[config.mk]
export PLATFORM = sky130hd
export DESIGN_NAME = ssd_scan_driver
export DESIGN_NICKNAME = d
export VERILOG_FILES = /design/src/rtl/ssd_pkg.sv /design/src/rtl/ssd_hex7seg_decode.sv /design/src/rtl/ssd_scan_driver.sv
export SDC_FILE = /design/constraint.sdc
export NUM_CORES = 1
export LEC_CHECK = 0
export ABC_CLOCK_PERIOD_IN_PS = 3400
export BUFFER_PORTS_ARGS = -buffer_cell sky130_fd_sc_hd__buf_2
export CORE_MARGIN = 5
export CORE_UTILIZATION = 50
export DETAILED_ROUTE_END_ITERATION = 16
export PLACE_DENSITY = 0.7
export REMOVE_ABC_BUFFERS = 1
export SYNTH_ARGS = -nofsm -noshare
export SYNTH_HDL_FRONTEND = slang
export SYNTH_SLANG_ARGS = --single-unit
[constraint.sdc]
create_clock -name clk -period 3.4 [get_ports clk]
set_input_delay 1.02 -clock clk [delete_from_list [all_inputs] [get_ports clk]]
set_output_delay 1.02 -clock clk [all_outputs]
set_load 0.02 [all_outputs]
[src/rtl/ssd_pkg.sv]
// Shared constants for the seven-segment scan driver: segment encodings and
// anode defaults. All segment patterns are active-low {g,f,e,d,c,b,a}.
package ssd_pkg;

    typedef logic [1:0] slot_t;

    localparam logic [6:0] SEG_BLANK = 7'h7F;
    localparam logic [3:0] ANODE_OFF = 4'hF;

    localparam logic [6:0] HEX_SEG [16] = '{
        7'h40, 7'h79, 7'h24, 7'h30,
        7'h19, 7'h12, 7'h02, 7'h78,
        7'h00, 7'h10, 7'h08, 7'h03,
        7'h46, 7'h21, 7'h06, 7'h0E
    };

endpackage

[src/rtl/ssd_hex7seg_decode.sv]
// Combinational hex nibble to active-low seven-segment pattern.
module hex7seg_decode
    import ssd_pkg::*;
(
    input  logic [3:0] nib,
    output logic [6:0] seg
);

    assign seg = HEX_SEG[nib];

endmodule

[src/rtl/ssd_scan_driver.sv]
// Time-multiplexed 4-digit seven-segment driver. The display word is captured
// once per scan frame into a shadow register so a frame never mixes two values.
module ssd_scan_driver
    import ssd_pkg::*;
#(
    parameter int DIV_WIDTH = 18,
    parameter int DIV_COUNT = 200000
) (
    input  logic        clk,
    input  logic        reset,
    input  logic [15:0] value,
    input  logic        blank_lz,
    input  logic        freeze,
    input  logic [3:0]  dp_mask,
    output logic [6:0]  cathode,
    output logic        dp,
    output logic [3:0]  anode,
    output logic        frame_start
);

    localparam logic [DIV_WIDTH-1:0] CNT_MAX = DIV_WIDTH'(DIV_COUNT - 1);

    logic [DIV_WIDTH-1:0] cnt;
    slot_t                idx;
    logic [15:0]          shadow;
    logic                 tick;
    logic                 load;
    logic [3:0]           nib;
    logic [6:0]           seg;
    logic                 lead_zero;
    logic                 blank;

    assign tick = (cnt == CNT_MAX);
    assign load = tick && (idx == 2'd3) && !freeze;

    // Slot 0 is the thousands digit, so higher slots read lower nibbles.
    assign nib = shadow[4'd15 - {idx, 2'b00} -: 4];

    hex7seg_decode u_decode (
        .nib (nib),
        .seg (seg)
    );

    // A slot is a leading zero when it and every more-significant nibble are zero;
    // the ones slot always shows its digit.
    always_comb begin
        // NOTE: every signal assigned in always_comb gets a default first, so no path can infer a latch.
        lead_zero = 1'b0;
        case (idx)
            2'd0:    lead_zero = (shadow[15:12] == 4'h0);
            2'd1:    lead_zero = (shadow[15:8]  == 8'h00);
            2'd2:    lead_zero = (shadow[15:4]  == 12'h000);
            default: lead_zero = 1'b0;
        endcase
        blank = blank_lz && lead_zero;
    end

    // NOTE: sequential state uses non-blocking assignments so every register samples pre-edge values.
    always_ff @(posedge clk or posedge reset) begin
        if (reset) begin
            cnt         <= '0;
            idx         <= '0;
            shadow      <= 16'h0000;
            frame_start <= 1'b0;
            anode       <= ANODE_OFF;
            cathode     <= SEG_BLANK;
            dp          <= 1'b1;
        end else begin
            cnt         <= tick ? '0 : cnt + 1'b1;
            if (tick) begin
                idx <= idx + 2'd1;
            end
            frame_start <= load;
            if (load) begin
                shadow <= value;
            end
            anode   <= ~(4'b0001 << idx);
            cathode <= blank ? SEG_BLANK : seg;
            dp      <= ~dp_mask[idx];
        end
    end

endmodule
== Yosys cells after proc, flatten, opt, wreduce, memory -nomap -nowiden ==
Memory sizes are Yosys's and may differ from the RTL's.
Cells that the tools add are included.

* Memories kept: 1
* Bits in registers: 49
* ROM bits: 112
* Input bits: 24

{| class="wikitable"
|+ Memories
! memory !! words !! width !! rd ports !! clocked after Yosys merged registers in !! wr ports !! line !! source
|-
| (no name shown) || 16 || 7 || 1 || 0 || 0 || ssd_hex7seg_decode.sv:9 || <nowiki>assign seg = HEX_SEG[nib];</nowiki>
|}

* Eq/ne operators: 4
* Muxes and demuxes: 7
* Add/subtract/negate cells: 3
* Bitwise logic cells: 3
* Reduce and logical (&&, ||, !) cells: 8
* Magnitude comparators: 2
* Shifts and indexed selects: 2

{| class="wikitable"
|+ Operators with widths
! kind !! count
|-
| $mux 7 || 3
|-
| $shiftx 19x5->4 || 1
|-
| $add 18x1->18 const B || 1
|-
| $eq 18x18->1 const B || 1
|-
| $mux 18 || 1
|-
| $logic_not 12->1 || 1
|-
| $logic_not 8->1 || 1
|-
| $ge 5x5->1 const B || 1
|-
| $not 4->5 || 1
|-
| $eq 2x2->1 const B || 2
|-
| $logic_not 4->1 || 1
|-
| $not 4->4 || 1
|-
| $shl 1x2->4 const A || 1
|-
| $sub 4x4->4 const A || 1
|-
| $logic_and 1x1->1 || 3
|-
| $lt 2x3->1 const B || 1
|-
| $pmux 1 s3 || 1
|-
| $add 2x1->2 const B || 1
|-
| $bmux 1 s2 || 1
|-
| $eq 2x1->1 const B || 1
|-
| $logic_not 2->1 || 1
|-
| $logic_not 1->1 || 1
|-
| $mux 1 || 1
|-
| $not 1->1 || 1
|}

== Logic depth before layout (Yosys ltp) ==
* Depth in word-level cells: 7
* Depth in mapped cells: 7
* Mapped depth without buffers: 6

== By module ==
From an unflattened synthesis, not the netlist that was laid out.

* Cells, all modules: 195
* Area, all modules: 2444.8 sq um

{| class="wikitable"
|+ Modules (own cells, without submodules)
! module !! area each (sq um) !! sequential area each (sq um) !! instances !! cells each
|-
| ssd_scan_driver || 2169.6 || 1241.2 || 1 || 163
|-
| hex7seg_decode || 275.3 || 0.0 || 1 || 32
|}

== Worst setup path before layout ==
Ideal clock, no wire load.

* Path type: in2reg
* Start: input blank_lz
* End: register cathode[3]
* Setup slack: 1.068 ns
* Data arrival time: 2.255 ns
* Data required time: 3.323 ns
* Setup time: 0.077 ns
* Stages on the path: 4
* Path through: or4b_1 > a2111oi_1 > nand2_1 > a31oi_1

* Cells in the longest elaborated chain, start to end: 2

{| class="wikitable"
|+ RTL lines
! what !! line !! source
|-
| start, declared || ssd_scan_driver.sv:12 || <nowiki>input logic blank_lz,</nowiki>
|-
| $logic_and 1x1->1 || ssd_scan_driver.sv:55 || <nowiki>blank = blank_lz && lead_zero;</nowiki>
|-
| $mux 7 || ssd_scan_driver.sv:78 || <nowiki>cathode <= blank ? SEG_BLANK : seg;</nowiki>
|-
| end signal, assigned || ssd_scan_driver.sv:78 ||
|-
| end, declared || ssd_scan_driver.sv:15 || <nowiki>output logic [6:0] cathode,</nowiki>
|}

No other way between the ends.
A chain may end at the register's enable or synchronous reset.

== Final worst setup path ==
* Start: register idx[1]
* End: register cathode[0]

* Cells in the longest elaborated chain, start to end: 7

{| class="wikitable"
|+ RTL lines
! what !! line !! source
|-
| start, declared || ssd_scan_driver.sv:24 || <nowiki>slot_t idx;</nowiki>
|-
| start signal, assigned || ssd_scan_driver.sv:71 || <nowiki>idx <= idx + 2'd1;</nowiki>
|-
| $sub 4x4->4 || ssd_scan_driver.sv:37 || <nowiki>assign nib = shadow[4'd15 - {idx, 2'b00} -: 4];</nowiki>
|-
| $shiftx 19x5->4 || ssd_scan_driver.sv:37 ||
|-
| $not 4->5 (implied by the code) || ssd_hex7seg_decode.sv:9 ||
|-
| $mem_v2 16x7 || - ||
|-
| $mux 7 (implied by the code) (2 in series) || ssd_hex7seg_decode.sv:9 ||
|-
| $mux 7 (*) || ssd_scan_driver.sv:78 ||
|}

Mark *: on every way between the ends. The rest lies on a longest branch, timed or not. The select of a mux whose other input is x is not followed.

==> flow_metrics.py <==
metrics = {
    "grt": {
        "antenna_found_initial": 0,
        "track_usage_pct": 15.7,
        "grt_pass1_wl_um": 7930,
        "grt_max_degree": 50,
        "grt_pass1_vias": 1662,
        "grt_overflow": 0,
    },
    "synth": {
        "synth_xor_area_share_pct": 6.42,
        "synth-simple-area-share_pct": 15.9,
        "synth_top_family_by_area": "multiplexers",
        "postSynthCellCount": 211,
        "synth_area_um2": 2590,
        "synth_top_cell_area_share_pct": 35.7,
        "yosys-top-cells-area": "dfrtp_1 36%, dfstp_2 12%, ha_1 5.8%",
        "avgSynthCellArea_um2": 12.3,
        "yosys.area.top_type": "dfrtp_1",
        "ys_seq_elements": 49,
        "synth_fa_ha_area_share_pct": 5.79,
        "ys_types": 39,
        "synth_warnings": 0,
        "muxShareOfSynthArea_pct": 17.4,
        "synth-compound-area-share_pct": 3.72,
        "ys_seq_area_share_pct": 47.9,
    },
    "sta": {
        "hold_viol_final": 0,
        "fmax_mhz": 396,
        "period_share_pct": 74.3,
        "fin_skew_ns": 0.00422,
        "tns_ns": 0,
        "slew_headroom_pct": 33.7,
        "setup_viol": 0,
        "rsz0062_at_grt": "false",
        "worst_slew_pin_slew_ns": 0.992,
        "fin_ws_ns": 0.875,
        "fin_crit_ns": 2.53,
        "slew_violations": 0,
    },
    "final_layout": {
        "area_growth_pct": 12.6,
        "drive_gt1_share_pct": 35.7,
        "mostFrequentLayoutCells": "37 x dfrtp_1, 36 x buf_2, 16 x nor2_1",
        "layout.cells.non_filler": 319,
        "layout_commonest_cell": "dfrtp_1",
        "num-nets-final": 284,
        "insertedDiodeCount": 0,
        "fillers": 448,
        "fin_util_pct": 57.5,
    },
    "drt": {
        "routed_wl_um": 4580,
        "wl_per_cell_um": 14.3,
        "antenna_left": 0,
        "num_vias": 1696,
        "drt-initial-drc-count": 103,
        "avgViaCountPerCell": 5.32,
        "drt_pass1_iterations": 4,
        "drc": 0,
    },
    "cts": {
        "cts_buffers": 5,
        "insertion_delay_ns": 0.30,
        "h-tree-depth": 2,
        "cts_resized": 0,
        "cts_setup_buffers": 0,
        "cts-hold-fix-buffers": 0,
        "cts_tree": "built",
        "clock-sinks": 49,
        "cts_root_buf": "clkbuf_8",
        "clk_pin_slew_ns": 0.08,
        "clockBufferDepth": 2,
    },
    "floorplanning": {
        "die_area_um2": 6720,
        "die_width_um": 82.0,
        "core_um2": 5070,
        "io_pins": 37,
        "initial_utilization_pct": 51.1,
        "die_h_um": 82.0,
        "row_count": 26,
    },
    "setup_path": {
        "path_cells": "mux4_2 > inv_1 > ha_1 > nor4b_1 > or4b_1 > o21ai_0",
        "r2r_cells": 6,
        "worst-path-max-fanout": 13,
        "critPathKind": "register to register",
        "crit_slowest_cell": "dfrtp_1",
        "start_kind": "register",
        "critPathMaxStageDelay_ns": 0.69,
        "arrival_ns": 2.75,
        "cp_data_required_time_ns": 3.63,
        "critPathCaptureType": "register",
    },
    "placed_design": {
        "pre_cts_ws_ns": 0.776,
        "hpwlAfterDp_um": 3360,
        "dp_cells": 311,
        "port_buffers": 36,
        "gp_routability_congestion": 0.862,
    },
    "pwr": {
        "ir_drop_mv": 0.191,
        "leakage_nw": 1.39,
        "p_int_w": 0.000772,
        "combPwrFrac_pct": 4.2,
        "p_sw_w": 0.000207,
        "seqPwrFrac_pct": 60.4,
        "clockPowerShare_pct": 35.5,
        "power.density_nw_per_um2": 336,
        "p_sw_share_pct": 21.1,
    },
    "job": {
        "drv_cap": 0,
    },
    "hold_path": {
        "hold_path.class": "register to register",
        "min_path_cells": 1,
    },
    "outcome": {
        "status": "complete, no violations",
    },
}
## kinds of logic after synthesis
kind of cell | after synthesis
flops | 49
simple gates | 70
xor+xnor | 19
compound gates | 13
buf+inv | 17
fa+ha+maj | 12
mux | 31
## registers in the layout, indices dropped and copies added (netlist names)
name         count
cnt             18
shadow          16
cathode          7
anode            4
idx              2
dp               1
frame_start      1
## routing by layer
layer	GRT usage, %	wire [µm]	vias to the layer above
met4	6.98	80	0
met5	0	0	-
met1	22.2	2270	830
li1	-	-	825
met3	3.40	195	7
met2	23.1	2030	34
## path summary, 6_finish.rpt
| path | slack (ns) | endpoint | startpoint |
|---|---|---|---|
| worst max-delay path | 0.87 | cathode[0] | idx[1] |
| worst min-delay path | 0.48 | cnt[4] | cnt[4] |
| worst max register to register | 0.87 | cathode[0] | idx[1] |
| worst min register to register | 0.48 | cnt[4] | cnt[4] |
| max in group asynchronous | 1.84 | shadow[1] | reset |
| min in group asynchronous | 0.95 | cnt[13] | reset |
## synthesized netlist by cell type
cell,number
o211ai_1,3
buf_6,1
or4b_1,2
a21bo_2,2
a31oi_1,1
xor2_1,8
dfrtp_1,37
nor2_1,16
inv_1,11
and2_1,2
a2111oi_1,1
nand4bb_1,1
o21bai_1,2
nor3_1,3
nor3_2,1
o21ai_0,2
mux4_2,6
nor4_1,5
nand3b_1,2
nand2_1,12
nor2b_1,1
nand4b_4,1
nor4b_1,2
a211oi_1,1
clkbuf_1,3
nor4_4,1
or4_1,2
mux2_4,10
mux2i_1,3
buf_2,2
ha_1,12
dfstp_2,12
or4b_4,1
xnor2_1,11
a21oi_1,1
nand4_1,3
mux2_2,12
and3_1,1
nand3_1,14
## per-stage QoR
stage / area, µm² / hold slack [ns] / total power [W]
global placement: 2830 / 0.462 / 0.000644
detailed placement: 2830 / 0.468 / 0.000644
global route: 2920 / 0.487 / 0.00102
CTS: 2920 / 0.484 / 0.000997
finish: 2920 / 0.480 / 0.000979
floorplan: 2560 / 0.436 / 0.000623
## power groups by stage
stage | clock network, W | registers [W] | logic (W)
2_1_floorplan | 0 | 0.000608 | 0.0000145
3_3_place_gp | 0 | 0.000602 | 0.0000421
3_5_place_dp | 0 | 0.000602 | 0.0000427
4_1_cts | 0.000363 | 0.000591 | 0.0000427
5_1_grt | 0.000380 | 0.000591 | 0.0000469
6_report | 0.000347 | 0.000591 | 0.0000409
## final cells by class
class | count | area, µm² | area share (%)
inverters | 11 | 41.3 | 1.42
clock buffers | 8 | 90.1 | 3.09
repair buffers | 36 | 180 | 6.18
flip-flops and latches | 49 | 1240 | 42.6
well taps | 70 | 87.6 | 3.00
multi-input cells | 145 | 1280 | 43.8
## critical path, delay by kind of cell, from the launching register on
kind                       cells  cell delay [ns]
AOI/OAI and AO/OA              1             0.17
adders and majority gates      1             0.23
buffers and inverters          1             0.16
DFF                            1             0.69
muxes                          1             0.63
and+or+nand+nor                2             0.58
(Power assumes the default switching activity.)
